File: src/rtl/inst_queue_param_if.sv
// Fetch-side push, decode-side dispatch and back-pressure signals of the instruction queue.
// The slave modport is the queue's view; master is the surrounding pipeline's view.
interface inst_queue_param_if #(
  parameter int INST_WIDTH = 32,
  parameter int ADDR_WIDTH = 32,
  parameter int CW         = 5
);
  logic                  rdy;
  logic                  flush;
  logic                  rob_full;
  logic                  rs_full;
  logic                  lsb_full;
  logic                  if_valid;
  logic [INST_WIDTH-1:0] if_inst;
  logic [ADDR_WIDTH-1:0] if_pc;
  logic                  if_pred_jump;
  logic [ADDR_WIDTH-1:0] if_pred_pc;
  logic                  iq_full;
  logic                  iq_almost_full;
  logic [CW-1:0]         iq_count;
  logic                  id_valid;
  logic [INST_WIDTH-1:0] id_inst;
  logic [ADDR_WIDTH-1:0] id_pc;
  logic                  id_pred_jump;
  logic [ADDR_WIDTH-1:0] id_pred_pc;

  // Push: the queue takes if_* on any edge where if_valid=1, rdy=1, flush=0 and iq_full=0;
  // there is no ready signal, the fetcher must watch iq_full. Dispatch: id_valid is a
  // one-cycle pulse per instruction with no ready back; downstream fullness gates it instead.
  modport slave (
    input  rdy, flush, rob_full, rs_full, lsb_full,
    input  if_valid, if_inst, if_pc, if_pred_jump, if_pred_pc,
    output iq_full, iq_almost_full, iq_count,
    output id_valid, id_inst, id_pc, id_pred_jump, id_pred_pc
  );

  modport master (
    output rdy, flush, rob_full, rs_full, lsb_full,
    output if_valid, if_inst, if_pc, if_pred_jump, if_pred_pc,
    input  iq_full, iq_almost_full, iq_count,
    input  id_valid, id_inst, id_pc, id_pred_jump, id_pred_pc
  );
endinterface

File: src/rtl/inst_queue_param.sv
// Parametrised in-order instruction queue between fetcher and decoder, with flush,
// almost-full warning and dispatch gated by ROB/RS/LSB fullness of the head's class.
module inst_queue_param #(
  parameter int DEPTH      = 16,
  parameter int INST_WIDTH = 32,
  parameter int ADDR_WIDTH = 32,
  parameter int AF_MARGIN  = 2
) (
  input  logic                clk,
  input  logic                rst,
  inst_queue_param_if.slave   bus
);
  localparam int PW = $clog2(DEPTH);
  localparam int CW = PW + 1;
  localparam logic [6:0] OP_LOAD  = 7'b0000011;
  localparam logic [6:0] OP_STORE = 7'b0100011;

  typedef struct packed {
    logic [INST_WIDTH-1:0] inst;
    logic [ADDR_WIDTH-1:0] pc;
    logic                  pred_jump;
    logic [ADDR_WIDTH-1:0] pred_pc;
  } entry_t;

  entry_t        mem_q [DEPTH];
  logic [PW-1:0] head_q, head_d, tail_q, tail_d;
  logic [CW-1:0] count_q, count_d;
  logic          id_valid_q, id_valid_d;
  entry_t        id_q, id_d;

  entry_t head_entry, wr_entry;
  logic   full, empty, is_lsb, launch, push, push_en;

  always_comb begin
    head_entry = mem_q[head_q];
    wr_entry   = '{inst: bus.if_inst, pc: bus.if_pc,
                   pred_jump: bus.if_pred_jump, pred_pc: bus.if_pred_pc};
    full       = (count_q == CW'(DEPTH));
    empty      = (count_q == '0);
    is_lsb     = (head_entry.inst[6:0] == OP_LOAD) || (head_entry.inst[6:0] == OP_STORE);
    launch     = !empty && !bus.rob_full && (is_lsb ? !bus.lsb_full : !bus.rs_full);
    // Full check uses the occupancy before this edge: a pop never frees a slot for a same-edge push.
    push       = bus.if_valid && !full;
    push_en    = push && bus.rdy && !bus.flush;
  end

  always_comb begin
    head_d     = head_q;
    tail_d     = tail_q;
    count_d    = count_q;
    id_valid_d = id_valid_q;
    id_d       = id_q;
    if (bus.flush) begin
      head_d     = '0;
      tail_d     = '0;
      count_d    = '0;
      id_valid_d = 1'b0;
    end else if (bus.rdy) begin
      id_valid_d = launch;
      if (launch) begin
        id_d   = head_entry;
        head_d = head_q + 1'b1;
      end
      if (push) tail_d = tail_q + 1'b1;
      if (push && !launch)      count_d = count_q + 1'b1;
      else if (launch && !push) count_d = count_q - 1'b1;
    end
  end

  always_ff @(posedge clk or posedge rst) begin
    if (rst) begin
      head_q     <= '0;
      tail_q     <= '0;
      count_q    <= '0;
      id_valid_q <= 1'b0;
      id_q       <= '0;
    end else begin
      head_q     <= head_d;
      tail_q     <= tail_d;
      count_q    <= count_d;
      id_valid_q <= id_valid_d;
      id_q       <= id_d;
    end
  end

  // Storage needs no reset: only entries between head and tail are ever read out.
  always_ff @(posedge clk) begin
    if (push_en) mem_q[tail_q] <= wr_entry;
  end

  assign bus.iq_full        = full;
  assign bus.iq_almost_full = (count_q >= CW'(DEPTH - AF_MARGIN));
  assign bus.iq_count       = count_q;
  assign bus.id_valid       = id_valid_q;
  assign bus.id_inst        = id_q.inst;
  assign bus.id_pc          = id_q.pc;
  assign bus.id_pred_jump   = id_q.pred_jump;
  assign bus.id_pred_pc     = id_q.pred_pc;
endmodule

File: src/flat_wrapper.sv
// flat-port wrapper written by rule: the top's interface ports become plain ports
module inst_queue_param_flat 
#(
  parameter int DEPTH      = 16,
  parameter int INST_WIDTH = 32,
  parameter int ADDR_WIDTH = 32,
  parameter int AF_MARGIN  = 2
)
  (clk, rst, bus_rdy, bus_flush, bus_rob_full, bus_rs_full, bus_lsb_full, bus_if_valid, bus_if_inst, bus_if_pc, bus_if_pred_jump, bus_if_pred_pc, bus_iq_full, bus_iq_almost_full, bus_iq_count, bus_id_valid, bus_id_inst, bus_id_pc, bus_id_pred_jump, bus_id_pred_pc);
  inst_queue_param_if #(.INST_WIDTH(INST_WIDTH), .ADDR_WIDTH(ADDR_WIDTH), .CW((5))) bus_i ();
  input  logic clk;
  input  logic rst;
  input wire logic [$bits(bus_i.rdy)-1:0] bus_rdy;
  input wire logic [$bits(bus_i.flush)-1:0] bus_flush;
  input wire logic [$bits(bus_i.rob_full)-1:0] bus_rob_full;
  input wire logic [$bits(bus_i.rs_full)-1:0] bus_rs_full;
  input wire logic [$bits(bus_i.lsb_full)-1:0] bus_lsb_full;
  input wire logic [$bits(bus_i.if_valid)-1:0] bus_if_valid;
  input wire logic [$bits(bus_i.if_inst)-1:0] bus_if_inst;
  input wire logic [$bits(bus_i.if_pc)-1:0] bus_if_pc;
  input wire logic [$bits(bus_i.if_pred_jump)-1:0] bus_if_pred_jump;
  input wire logic [$bits(bus_i.if_pred_pc)-1:0] bus_if_pred_pc;
  output wire logic [$bits(bus_i.iq_full)-1:0] bus_iq_full;
  output wire logic [$bits(bus_i.iq_almost_full)-1:0] bus_iq_almost_full;
  output wire logic [$bits(bus_i.iq_count)-1:0] bus_iq_count;
  output wire logic [$bits(bus_i.id_valid)-1:0] bus_id_valid;
  output wire logic [$bits(bus_i.id_inst)-1:0] bus_id_inst;
  output wire logic [$bits(bus_i.id_pc)-1:0] bus_id_pc;
  output wire logic [$bits(bus_i.id_pred_jump)-1:0] bus_id_pred_jump;
  output wire logic [$bits(bus_i.id_pred_pc)-1:0] bus_id_pred_pc;
  assign bus_i.rdy = bus_rdy;
  assign bus_i.flush = bus_flush;
  assign bus_i.rob_full = bus_rob_full;
  assign bus_i.rs_full = bus_rs_full;
  assign bus_i.lsb_full = bus_lsb_full;
  assign bus_i.if_valid = bus_if_valid;
  assign bus_i.if_inst = bus_if_inst;
  assign bus_i.if_pc = bus_if_pc;
  assign bus_i.if_pred_jump = bus_if_pred_jump;
  assign bus_i.if_pred_pc = bus_if_pred_pc;
  assign bus_iq_full = bus_i.iq_full;
  assign bus_iq_almost_full = bus_i.iq_almost_full;
  assign bus_iq_count = bus_i.iq_count;
  assign bus_id_valid = bus_i.id_valid;
  assign bus_id_inst = bus_i.id_inst;
  assign bus_id_pc = bus_i.id_pc;
  assign bus_id_pred_jump = bus_i.id_pred_jump;
  assign bus_id_pred_pc = bus_i.id_pred_pc;
  inst_queue_param #(.DEPTH(DEPTH), .INST_WIDTH(INST_WIDTH), .ADDR_WIDTH(ADDR_WIDTH), .AF_MARGIN(AF_MARGIN)) u_core (.clk(clk), .rst(rst), .bus(bus_i));
endmodule
File: config.mk
export PLATFORM = sky130hd
export DESIGN_NAME = inst_queue_param_flat
export DESIGN_NICKNAME = d
export VERILOG_FILES = /design/src/rtl/inst_queue_param_if.sv /design/src/rtl/inst_queue_param.sv /design/src/flat_wrapper.sv
export SDC_FILE = /design/constraint.sdc
export NUM_CORES = 2
export LEC_CHECK = 0
export CAP_MARGIN = 20
export CELL_PAD_IN_SITES_DETAIL_PLACEMENT = 1
export CELL_PAD_IN_SITES_GLOBAL_PLACEMENT = 2
export CORE_ASPECT_RATIO = 1.5
export CORE_MARGIN = 2
export CORE_UTILIZATION = 50
export DETAILED_ROUTE_END_ITERATION = 10
export PLACE_DENSITY_LB_ADDON = 0.1
export SLEW_MARGIN = 15
export SYNTH_ARGS = -nofsm -noshare
export SYNTH_HDL_FRONTEND = slang
export SYNTH_SLANG_ARGS = --single-unit
File: constraint.sdc
create_clock -name clk -period 11.45 [get_ports clk]
set_input_delay 1.145 -clock clk [delete_from_list [all_inputs] [get_ports clk]]
set_output_delay 1.145 -clock clk [all_outputs]
set_load 0.05 [all_outputs]
==> impl_metrics.csv <==
group,metric,value,unit
hold_path,min_path_type,"reg -> reg",
timing,final-max-slew-violation-count,0,
synthesis,synth_warnings,0,
critical_path,arrival,5.90,ns
synthesis,syn_area_per_cell,24.9,um2
detailed_routing,drtIter0Drc,2299,
synthesis,synth_compound_area_frac,0.00317,
timing,setup_tns,0,ns
timing,setup_viol,0,
synthesis,synth_cell_type_count,38,
cts,postCtsSetupBuffers,0,
critical_path,r2r_cells,10,
cts,cts.clk_slew.worst_paths,0.06,ns
synthesis,synth_edf_count,1552,
floorplan,start_util,0.502,
synthesis,yosys.area.top_type,"edfxtp_1",
critical_path,crit_required,12.09,ns
synthesis,ys_top_cells_by_area,"edfxtp_1 74%, mux4_2 17%, dfrtp_1 4.4%",
synthesis,synth_top_area_frac,0.744,
detailed_routing,vias,27700,
cts,cts-root-buf,"clkbuf_16",
global_routing,grt_pass1_wl,216,mm
floorplan,fp.dieH,438,um
floorplan,die_x,293,um
timing,finalHoldViolations,0,
critical_path,start_kind,"flip-flop",
pwr,ir_drop,0.156,mV
synthesis,synth_nets,2634,
cts,clock_latency,0.79,ns
timing,fin_ws,6.19,ns
floorplan,die_area,128000,um2
synthesis,ys.flop_type,"edfxtp_1",
pwr,power_density,190,nW/um2
placed_design,dp_slack,6.08,ns
floorplan,ios,210,
detailed_routing,post-route-drc-count,0,
global_routing,overflow,0,
global_routing,grt_pass1_vias,30600,
layout,multi_input_area,12900,um2
cts,numCtsBuffers,154,
critical_path,cp-end-kind,"flip-flop",
synthesis,synth-async-reset-ratio,0.0667,
layout,fillerInstances,10000,
synthesis,syn_inst,2519,
synthesis,ys_ff_latch,1663,
timing,slew_headroom,0.223,
cts,clock-sinks,1663,
layout,final_util,0.575,
critical_path,worstPathMaxFanout,46,
status,status,"completed",
timing,rsz0062_at_grt,"no",
cts,cts_tree,"built",
synthesis,muxShareOfSynthArea,0.190,
timing,fin_crit_sh,0.460,
critical_path,crit_path_top_delay_cell,"dfrtp_4",
layout,drive_gt1_frac,0.292,
floorplan,core_region_area,125000,um2
critical_path,critPathKind,"reg -> reg",
placed_design,postPlaceCellArea,66900,um2
cts,cts.repair.resized,0,
pwr,power.total,13.7,mW
global_routing,track_usage,0.237,
placed_design,gp_congestion,0.730,
synthesis,synth-adder-area-share,0.00212,
cts,htreeDepth,4,
timing,worst_pin_slew,1.17,ns
floorplan,rows,159,
synthesis,synthesis.area,62700,um2
global_routing,grt_start_max_net_pins,158,
timing,period_needed,5.26,ns
layout,nets,2922,
synthesis,yosys.area_share.simple,0.00681,
cts,holdBufCountCts,0,
global_routing,antenna_found_initial,16,
placed_design,io_buffers,209,
synthesis,synth_xor_xnor_area_share,0.000978,
layout,final-seq-area,49400,um2
detailed_routing,wl_per_cell,32.5,um
pwr,p_leak,22.1,nW
layout,area_growth,14.6,%
detailed_routing,via_per_inst,6.10,
timing,skew,0.0396,ns
critical_path,cpMostUsedCell,"buf_4",
synthesis,synth_top_family_by_area,"multiplexers",
flow_run,maxCapViolCount,0,
critical_path,path_cells,"buf_4, mux4_2, a22oi_1, nand3_1, nor2_1, a31oi_1, nor4_4, buf_4, buf_4, mux2_2",
cts,cts.path.max_buffers,3,
detailed_routing,first_pass_iters,5,
detailed_routing,drt-total-wl,148,mm
placed_design,dp_hpwl,71.4,mm
critical_path,max_stage_delay,0.91,ns
layout,final_area,71800,um2
timing,fmaxAchievable,190,MHz
hold_path,whs_path_depth,1,
detailed_routing,final_antenna_net_count,0,
synthesis,yosysSeqAreaShare,0.788,
[flip-flops by register name, indices dropped and copies added (netlist names)]
signal and count:
u_core.mem_q 1552, u_core.bus.id_valid 1, u_core.bus.iq_count 5, u_core.bus.id_pred_pc 32, u_core.tail_q 4, u_core.head_q 4, u_core.bus.id_pc 32, u_core.bus.id_inst 32
u_core.bus.id_pred_jump 1
[layout make-up]
class / instances / area share
sequential: 1663 / 0.688
tap: 1610 / 0.0281
clock inverter: 73 / 0.00922
timing repair buffer: 256 / 0.0366
inverter: 9 / 0.000645
clock buffer: 207 / 0.0583
multi-input combinational: 723 / 0.179
antenna: 1 / 0.0000349
[critical path: cells and delay by family (launching register included)]
family	cells	cell delay, ns
AO/OA/AOI/OAI	2	0.42
buffers and inverters	3	1.97
flip-flops	1	0.91
multiplexers	2	1.02
AND/OR/NAND/NOR	3	0.65
[synthesized netlist by cell type, types with 6 or more instances]
library cell  count
ha_1              9
a21oi_1           7
buf_1            31
nand2_1          27
dfrtp_1         111
edfxtp_1       1552
mux4_2          475
clkbuf_1         75
buf_2            14
mux2i_1          10
nor2_1           30
nor2b_1           6
nand3_1          13
inv_1             9
mux2_2           95
[layout by cell type, fill, tap and decap left out, types with 13 or more instances in the layout]
cell type / Yosys / final
clkbuf_16: 0 / 155
buf_12: 0 / 13
clkinv_1: 0 / 23
nor2_1: 30 / 18
buf_4: 3 / 33
dfrtp_1: 111 / 108
edfxtp_1: 1552 / 1552
mux2_2: 95 / 95
mux4_2: 475 / 475
nand2_1: 27 / 27
clkinv_2: 0 / 22
clkbuf_1: 75 / 41
clkdlybuf4s50_1: 0 / 209
nand3_1: 13 / 13
[metrics by stage]
| step | instances | hold WS [ns] |
|---|---|---|
| 2_1_floorplan | 2519 | 0.556 |
| 3_3_place_gp | 4260 | 0.468 |
| 3_5_place_dp | 4260 | 0.483 |
| 4_1_cts | 4540 | 0.497 |
| 5_1_grt | 4541 | 0.522 |
| 6_report | 4542 | 0.491 |
[metal layers]
metal | share of wire | global-route usage | vias up
li1 | - | - | 11400
met1 | 0.41 | 0.320 | 15400
met3 | 0.051 | 0.0422 | 191
met5 | 0.00093 | 0 | -
met2 | 0.52 | 0.404 | 723
met4 | 0.018 | 0.0583 | 22
[worst paths after layout]
kind                                              startpoint                                     to  slack (ns)
max                             u_core.head_q[0]$_DFFE_PP0P_       u_core.bus.id_pc[18]$_DFFE_PP0P_        6.19
min                        u_core.bus.id_inst[8]$_DFFE_PP0P_      u_core.bus.id_inst[8]$_DFFE_PP0P_        0.49
max reg2reg                     u_core.head_q[0]$_DFFE_PP0P_       u_core.bus.id_pc[18]$_DFFE_PP0P_        6.19
min reg2reg                u_core.bus.id_inst[8]$_DFFE_PP0P_      u_core.bus.id_inst[8]$_DFFE_PP0P_        0.49
max in group asynchronous                                rst           u_core.head_q[0]$_DFFE_PP0P_        9.38
min in group asynchronous                                rst  u_core.bus.id_pred_pc[30]$_DFFE_PP0P_        0.79
[power breakdown]
group	total, mW	switching [mW]	internal, mW
registers	7.00	0.162	6.84
clock network	4.98	2.19	2.80
logic	1.67	1.03	0.643
total	13.7	3.38	10.3
[cells by family after synthesis]
| group | count (synthesis) |
|---|---|
| compound gates | 29 |
| xor+xnor | 7 |
| fa+ha+maj | 10 |
| buf+inv | 133 |
| flops | 1663 |
| mux | 585 |
| simple gates | 92 |
(Power assumes the default switching activity.)
